--- src/rtl/example_mul_share_arb.sv ---
// Round-robin arbiter sharing one pipelined signed x unsigned multiplier among NUM_REQ requesters.
// Results leave in order on a single tagged response channel with backpressure.
module example_mul_share_arb #(
    parameter int NUM_REQ    = 4,
    parameter int A_WIDTH    = 14,
    parameter int B_WIDTH    = 9,
    parameter int P_WIDTH    = 21,
    parameter int MUL_STAGES = 2,
    localparam int ID_W      = $clog2(NUM_REQ)
) (
    input  logic                         ap_clk,
    input  logic                         ap_rst,
    input  logic [NUM_REQ-1:0]           req_valid,
    output logic [NUM_REQ-1:0]           req_ready,
    input  logic [NUM_REQ*A_WIDTH-1:0]   req_a,
    input  logic [NUM_REQ*B_WIDTH-1:0]   req_b,
    output logic                         resp_valid,
    input  logic                         resp_ready,
    output logic [P_WIDTH-1:0]           resp_p,
    output logic [ID_W-1:0]              resp_id,
    output logic [ID_W+1:0]              in_flight
);

    localparam int FULL_W = A_WIDTH + B_WIDTH + 1;

    logic                       adv;
    logic                       granted;
    logic [ID_W-1:0]            grantIdx;
    logic [NUM_REQ-1:0]         grant;
    logic [ID_W-1:0]            rrPtr_q, rrPtr_d;
    logic [ID_W+1:0]            inFlight_q, inFlight_d;
    logic signed [A_WIDTH-1:0]  selA;
    logic [B_WIDTH-1:0]         selB;
    logic signed [FULL_W-1:0]   fullProd;

    logic [MUL_STAGES-1:0]      vld_q;
    logic [P_WIDTH-1:0]         prod_q [MUL_STAGES];
    logic [ID_W-1:0]            id_q   [MUL_STAGES];

    // The whole pipeline moves as one; a stalled output freezes every stage.
    assign resp_valid = vld_q[MUL_STAGES-1];
    assign resp_p     = prod_q[MUL_STAGES-1];
    assign resp_id    = id_q[MUL_STAGES-1];
    assign in_flight  = inFlight_q;
    assign adv        = !resp_valid || resp_ready;
    assign req_ready  = grant;

    always_comb begin
        granted  = 1'b0;
        grantIdx = '0;
        if (adv && !ap_rst) begin
            for (int k = 0; k < NUM_REQ; k++) begin
                if (!granted && req_valid[(int'(rrPtr_q) + k) % NUM_REQ]) begin
                    granted  = 1'b1;
                    grantIdx = ID_W'((int'(rrPtr_q) + k) % NUM_REQ);
                end
            end
        end
        grant = NUM_REQ'(granted) << grantIdx;
    end

    always_comb begin
        selA = '0;
        selB = '0;
        for (int k = 0; k < NUM_REQ; k++) begin
            if (grant[k]) begin
                selA = req_a[k*A_WIDTH +: A_WIDTH];
                selB = req_b[k*B_WIDTH +: B_WIDTH];
            end
        end
    end

    // B is zero-extended so it stays non-negative in the signed multiply.
    assign fullProd = FULL_W'(selA) * FULL_W'($signed({1'b0, selB}));

    always_comb begin
        rrPtr_d    = granted ? ID_W'((int'(grantIdx) + 1) % NUM_REQ) : rrPtr_q;
        inFlight_d = inFlight_q;
        case ({granted, resp_valid && resp_ready})
            2'b10:   inFlight_d = inFlight_q + (ID_W+2)'(1);
            2'b01:   inFlight_d = inFlight_q - (ID_W+2)'(1);
            default: inFlight_d = inFlight_q;
        endcase
    end

    always_ff @(posedge ap_clk) begin
        if (ap_rst) begin
            vld_q      <= '0;
            rrPtr_q    <= '0;
            inFlight_q <= '0;
            for (int k = 0; k < MUL_STAGES; k++) begin
                prod_q[k] <= '0;
                id_q[k]   <= '0;
            end
        end else begin
            rrPtr_q    <= rrPtr_d;
            inFlight_q <= inFlight_d;
            if (adv) begin
                vld_q[0]  <= granted;
                prod_q[0] <= fullProd[P_WIDTH-1:0];
                id_q[0]   <= grantIdx;
                for (int k = 1; k < MUL_STAGES; k++) begin
                    vld_q[k]  <= vld_q[k-1];
                    prod_q[k] <= prod_q[k-1];
                    id_q[k]   <= id_q[k-1];
                end
            end
        end
    end

endmodule

--- config.mk ---
export PLATFORM = sky130hd
export DESIGN_NAME = example_mul_share_arb
export DESIGN_NICKNAME = d
export VERILOG_FILES = /design/src/rtl/example_mul_share_arb.sv
export SDC_FILE = /design/constraint.sdc
export NUM_CORES = 1
export LEC_CHECK = 0
export BUFFER_PORTS_ARGS = -buffer_cell sky130_fd_sc_hd__buf_2
export CAP_MARGIN = 0
export CORE_UTILIZATION = 50
export DETAILED_ROUTE_END_ITERATION = 8
export GPL_ROUTABILITY_DRIVEN = 0
export HOLD_SLACK_MARGIN = 0.08
export PLACE_DENSITY_LB_ADDON = 0.12
export SLEW_MARGIN = 20
export SYNTH_ARGS = -nofsm -noshare
export SYNTH_HDL_FRONTEND = slang
export SYNTH_SLANG_ARGS = --single-unit
--- constraint.sdc ---
create_clock -name ap_clk -period 8.5 [get_ports ap_clk]
set_input_delay 0.85 -clock ap_clk [delete_from_list [all_inputs] [get_ports ap_clk]]
set_output_delay 0.85 -clock ap_clk [all_outputs]
set_load 0.02 [all_outputs]
==> results.md, run 1 <==
* Hold-fix buffers, CTS at 0
* Simple-gate share of the synthesized area at 15.67%
* Worst Path Max Fanout at 21
* Core Box Area at between 10000 and 15000 um2
* CTS resizes at 0
* Initial antenna violation count at 0
* Post-synthesis adder-cell area fraction at 35.13%
* Class of the worst hold path: reg2reg
* CTS Buf Count at 5
* RSZ-0062 raised after global routing: false
* Max layer used: met4
* Clock sink total at 54
* Routed wl met3 at about 570 um
* Die W at roughly 120 um
* Worst r2r dst: prod_q[0][19]$_SDFFCE_PN0P_
* Rows at between 40 and 50
* Reg2Reg Setup Slack at ~0.77 ns
* Dpl ws at 0.3595 ns
* Tot Pwr at 1.881 mW
* GRT Residual Overflow at 0
* DRT antenna net count at 0
* Worst reg-to-reg path cell count at 29
* Clock Latency Late Sink at approximately 0.3 ns
* Clock Pin Slew Worst Setup and Hold Paths at 0.07 ns
* H-tree Lvls at 2
* Via count of the first global-routing pass at ~6200
* Critical path capture point type: flop
* Worst relative slew slack at ~42%
* Avg Cell Area, Syn at approximately 9 um2
* Final period utilization at 93.41%
* CTS tree: yes
* PwrDens at approximately 230 nW/um2
* VDD IR max at 0.0001186 V
* Setup ws final at 0.5602 ns
* Yosys reg bits at 54
* Hpwl dp at ~13000 um
* Max Buffers Root-to-Sink at 2
* Dpl cells at between 1000 and 1500
* Post-Syn Nets at 1040
* P&R area growth vs syn at 12.23%
* Compound-Gate Fraction of Synth Area at under 10%
* Die Span Y at about 120 um
* Area contributors post-synth: fa_1 27%, edfxtp_1 19%, ha_1 8.4%
* Arr. time, crit path at 8.00 ns
* Worst Tran Pin Value at between 0.8 and 0.9 ns
* Post-Route Setup TNS at 0 ns
* Yosys top cell area share at 26.70%
* Drt pass-1 iters at 5
* Initial Util at 51.79%
* Yosys warns at 0
* EDFF count, synth at 46
* Post-Syn Area at roughly 7300 um2
* Fin cells at approximately 1100
* Setup Viol. Count Final at 0
* Max cap viols at 0
* Ant. Diodes at 0
* Met2 WL post-DR at 8375 um
* Crit Path Class: in2reg
* Cells after Synth at 795
* CTS root buffer: clkbuf_16
* CP Capture Point: prod_q[0][19]$_SDFFCE_PN0P_
* CP Launch Point: req_valid[2]
* Max Clk Rate at approximately 130 MHz
* Mux contribution to synthesized area at around 4.5%
* Largest net degree at the start of global routing at 48
* Starting DRT DRC Count at around 280
* Setup repair bufs after CTS at 0
* Crit Reg-Reg Startpoint: rrPtr_q[0]$_SDFFE_PP0P_
* Total GRT Usage at 23.96%
* Xor and xnor area share after synthesis at 3.923%
* Hold Fails Final Rpt at 0
* Largest family of logic cells by synthesized area: adder cells
* Final wirelength at between 15000 and 20000 um
* Die area at about 15000 um2
* FILL cells at 1283
* Prevailing post-synth register cell: edfxtp_1
* Synth async-reset ratio at 0%
* Final worst path period need at between 7 and 8 ns
* Routed via count at around 5600
* Leakage at ~4.2 nW
* Wire per inst at about 15 um
* First-pass GRT wire length at ~28000 um
* Required @ worst endpoint at between 8 and 9 ns
* Layout cells sized above 1 at 19.45%
* Routed metal-1 wire length at ~6500 um
* IO Count at ~130
* Crit start category: input port
* Slew Limit Fails at 0
* Cell taking the most area after synthesis: fa_1
* Worst path slowest cell: a22oi_1
* Commonest non-fill, non-tap cell in the layout: inv_1
* Clock Skew at 0.004107 ns
* Vias per inst at ~5.2
* Distinct cell type count of the synthesized netlist at 45
* Port bufs at 130
* Nets at 1149
* Residual DRC at 0
* Status: finished, final reports clean
* Register area share after synthesis at 21.20%
* Worst path max stage delay at between 0.6 and 0.7 ns
* Commonest non-fill, non-tap cells in the layout: 136 x inv_1, 130 x buf_2, 97 x fa_1, 94 x nor2_1, 79 x nand2_1
* Most used cell, CP: fa_1
-- metrics by stage --
| step | util, % | instance area [um2] | hold slack [ns] |
|---|---|---|---|
| floorplan | - | 7272 | 0.4403 |
| global placement | 57.06 | 8013 | 0.4507 |
| detailed placement | 57.06 | 8013 | 0.4691 |
| CTS | 58.12 | 8162 | 0.4841 |
| global route | 58.12 | 8162 | 0.5065 |
| finish | 58.12 | 8162 | 0.4866 |
-- power by group --
| part | internal, mW | switching, mW | leakage (nW) | total [mW] |
|---|---|---|---|---|
| sequential | 0.363 | 0.0193 | 0.608 | 0.382 |
| combinational | 0.532 | 0.755 | 3.53 | 1.29 |
| clock | 0.110 | 0.101 | 0.0664 | 0.211 |
-- worst min-delay path by stage --
| stage | startpoint | to | slack, ns | cells after the start |
|---|---|---|---|---|
| 3_5_place_dp | vld_q[0]$_SDFFE_PP0N_ | vld_q[0]$_SDFFE_PP0N_ | 0.47 | 2 |
| 2_1_floorplan | vld_q[0]$_SDFFE_PP0N_ | vld_q[1]$_SDFFE_PP0N_ | 0.44 | 2 |
| 4_1_cts | vld_q[0]$_SDFFE_PP0N_ | vld_q[0]$_SDFFE_PP0N_ | 0.48 | 2 |
| 3_3_place_gp | vld_q[0]$_SDFFE_PP0N_ | vld_q[1]$_SDFFE_PP0N_ | 0.45 | 2 |
| 6_report | vld_q[0]$_SDFFE_PP0N_ | vld_q[0]$_SDFFE_PP0N_ | 0.49 | 2 |
| 5_1_grt | vld_q[0]$_SDFFE_PP0N_ | vld_q[0]$_SDFFE_PP0N_ | 0.51 | 2 |
-- final cells by class --
| type | instances | area, um2 | area share, % |
|---|---|---|---|
| inverters | 136 | 510.5 | 6.255 |
| flip-flops and latches | 54 | 1541 | 18.89 |
| multi-input cells | 556 | 4927 | 60.37 |
| clock inverters | 3 | 23.77 | 0.2913 |
| clock buffers | 5 | 125.1 | 1.533 |
| well taps | 180 | 225.2 | 2.759 |
| repair buffers | 151 | 808.3 | 9.903 |
-- metal layers --
metal  up-vias  GRT usage, %
met5         -             0
met4         0         9.223
met3        39         2.974
met2       129         44.35
met1      2774         27.97
li1       2687             -
-- kinds of logic (layout without fill, tap and decap cells) --
logic type | Yosys count | count (layout)
compound gates | 96 | 96
xor+xnor | 31 | 31
fa+ha+maj | 146 | 146
buf+inv | 185 | 295
flops | 54 | 54
mux | 32 | 32
simple gates | 251 | 251
-- registers in the layout, summed over array words and instances (netlist names) --
name and count:
vld_q 2, rrPtr_q 2, prod_q 42, in_flight 4, id_q 4
-- cells in the mapped netlist, types with 10 or more instances --
cell type	count
a21oi_1	32
and2_1	36
buf_4	26
clkbuf_1	13
edfxtp_1	46
fa_1	97
ha_1	49
inv_1	136
mux2i_1	29
nand2_1	79
nand2b_1	12
nor2_1	94
nor2b_1	12
o21ai_0	19
o21ai_1	10
xnor2_1	22
-- critical path: cells and delay by family --
family	cells	cell delay [ns]
AO/OA/AOI/OAI	9	2.68
XOR/XNOR	1	0.16
adder cells (fa/ha/maj)	6	2.67
buffers and inverters	8	1.22
AND/OR/NAND/NOR	5	0.41
No activity file was read; power rests on OpenSTA's default activity.
==> inputs of run 2 (changes only) <==
CTS_BUF_LIST = sky130_fd_sc_hd__clkbuf_4 sky130_fd_sc_hd__clkbuf_8   (was unset)
==> run 2 against run 1 <==
- sequential power about the same
- maximum frequency is 0.74% higher
- utilization decreased by 0.40 points
- worst hold slack improved by 0.0038 ns
- largest power group unchanged
==> results.md, run 2 (synthesis results as in run 1) <==
* Wire per inst at approximately 15 um
* Largest net degree at the start of global routing at 48
* Die area at about 15000 um2
* Final worst path period need at a little under 8 ns
* Max Clk Rate at roughly 130 MHz
* Switching share of power at between 40% and 50%
* Hold-fix buffers, CTS at 0
* Max cap viols at 0
* Arr. time, crit path at ~8 ns
* Worst hold path depth at 2
* Worst reg-to-reg path cell count at 29
* Seq. cell area at 1541 um2
* Starting DRT DRC Count at about 240
* CTS tree: yes
* Final wirelength at between 15000 and 20000 um
* Rows at 43
* IO Count at 131
* Layout cells sized above 1 at between 10% and 20%
* Required @ worst endpoint at approximately 8.6 ns
* Worst path slowest cell: a22oi_1
* Multi-input logic area at between 4000 and 5000 um2
* Sequential power share at between 20% and 30%
* Worst Hold End: vld_q[0]$_SDFFE_PP0N_
* Clock sink total at 54
* Status: finished, final reports clean
* GR peak layer: met2
* Core Box Area at about 14000 um2
* RSZ-0062 raised after global routing: false
* P&R area growth vs syn at 11.46%
* Class of the worst hold path: reg2reg
* First-pass GRT wire length at between 20000 and 30000 um
* Initial antenna violation count at 0
* Hold Fails Final Rpt at 0
* Hpwl dp at 13330 um
* Vias per inst at 5.152
* Port bufs at 130
* Reg2Reg Setup Slack at between 0.7 and 0.8 ns
* Crit Reg-Reg Startpoint: rrPtr_q[0]$_SDFFE_PP0P_
* Hold Path Origin: vld_q[0]$_SDFFE_PP0N_
* Worst r2r dst: prod_q[0][19]$_SDFFCE_PN0P_
* P_int at 953.4 uW
* Critical path capture point type: flop
* GRT Residual Overflow at 0
* H-tree Lvls at 2
* M2 GR Usage at 43.82%
* Routed via count at roughly 5600
* Met3 Usage GRT at ~3.2%
* Dpl ws at between 0.3 and 0.4 ns
* Met1 Usage GRT at approximately 28%
* DRT antenna net count at 0
* PwrDens at roughly 220 nW/um2
* Slew Limit Fails at 0
* CTS Buf Count at 5
* Initial Util at between 50% and 60%
* Clock Latency Late Sink at ~0.32 ns
* FILL cells at 1287
* Ant. Diodes at 0
* Commonest non-fill, non-tap cell in the layout: inv_1
* Final period utilization at 92.72%
* Setup repair bufs after CTS at 0
* Worst Tran Pin Value at 0.8794 ns
* Worst Path Max Fanout at 21
* Crit Path Class: in2reg
* Max Buffers Root-to-Sink at 2
* Largest Register: prod_q
* Clock Skew at 0.007813 ns
* Combinational fraction of design power at 70.6%
* Worst path max stage delay at around 0.69 ns
* Nets at 1149
* Clock power share at 8.5%
* Die W at approximately 120 um
* Max reg flops at 42
* Drt pass-1 iters at 4
* Most used cell, CP: fa_1
* Setup Viol. Count Final at 0
* Crit start category: input port
* Die Span Y at 122.6 um
* CTS resizes at 0
* CTS root buffer: clkbuf_8
* Clock Pin Slew Worst Setup and Hold Paths at around 0.11 ns
* Setup ws final at just over 0.6 ns
* Residual DRC at 0
* Commonest non-fill, non-tap cells in the layout: 136 x inv_1, 130 x buf_2, 97 x fa_1, 94 x nor2_1, 79 x nand2_1
* Leakage at ~4.2 nW
* Net Switching at slightly below 900 uW
* VDD IR max at 0.0001187 V
* Total GRT Usage at 23.72%
* Via count of the first global-routing pass at around 6200
* Post-Route Setup TNS at 0 ns
* Worst relative slew slack at approximately two fifths
-- run 2: changes by cell type in the layout (fill, tap and decap cells not counted) --
cell	delta
clkbuf_16	-5
clkbuf_8	+5
-- run 2: area by class of cell --
cell class                 count  area share, %
clock inverter                 3         0.2933
timing repair buffer         151          9.972
tap                          180          2.779
multi-input combinational    556          60.79
clock buffer                   5         0.8490
sequential                    54          19.02
inverter                     136          6.298
-- run 2: worst max-delay path by stage --
stage	start	to	slack, ns	cells after the start
2_1_floorplan	req_valid[0]	prod_q[0][19]$_SDFFCE_PN0P_	1.55	28
3_3_place_gp	req_valid[2]	prod_q[0][19]$_SDFFCE_PN0P_	0.64	29
3_5_place_dp	req_valid[2]	prod_q[0][19]$_SDFFCE_PN0P_	0.36	29
4_1_cts	req_valid[2]	prod_q[0][19]$_SDFFCE_PN0P_	0.72	29
5_1_grt	req_valid[3]	prod_q[0][19]$_SDFFCE_PN0P_	0.17	30
6_report	req_valid[2]	prod_q[0][19]$_SDFFCE_PN0P_	0.62	29
-- run 2: through the flow --
step                power, mW  instances  utilization, %  hold slack [ns]  instance area (um2)
floorplan               1.404        795               -           0.4403                 7272
global placement        1.656       1077           57.06           0.4507                 8013
detailed placement      1.682       1077           57.06           0.4691                 8013
CTS                     1.844       1085           57.72           0.4888                 8105
global route            2.041       1085           57.72           0.5118                 8105
finish                  1.822       1085           57.72           0.4904                 8105
-- run 2: power groups by stage --
stage	clock, mW	sequential [mW]	combinational (mW)
floorplan	0	0.384	1.02
global placement	0	0.387	1.27
detailed placement	0	0.389	1.29
CTS	0.158	0.383	1.30
global route	0.169	0.389	1.48
finish	0.154	0.381	1.29
-- run 2: worst max-delay path, delay by kind of cell --
family	cells	cell delay [ns]
adder cells (fa/ha/maj)	6	2.65
XOR/XNOR	1	0.16
AND/OR/NAND/NOR	5	0.41
buffers and inverters	8	1.22
AO/OA/AOI/OAI	9	2.69
-- run 2: per-layer routing --
metal / vias up / wire (um)
met2: 125 / 8327
met1: 2751 / 6520
met4: 0 / 444
met3: 31 / 570
li1: 2683 / -
met5: - / 0
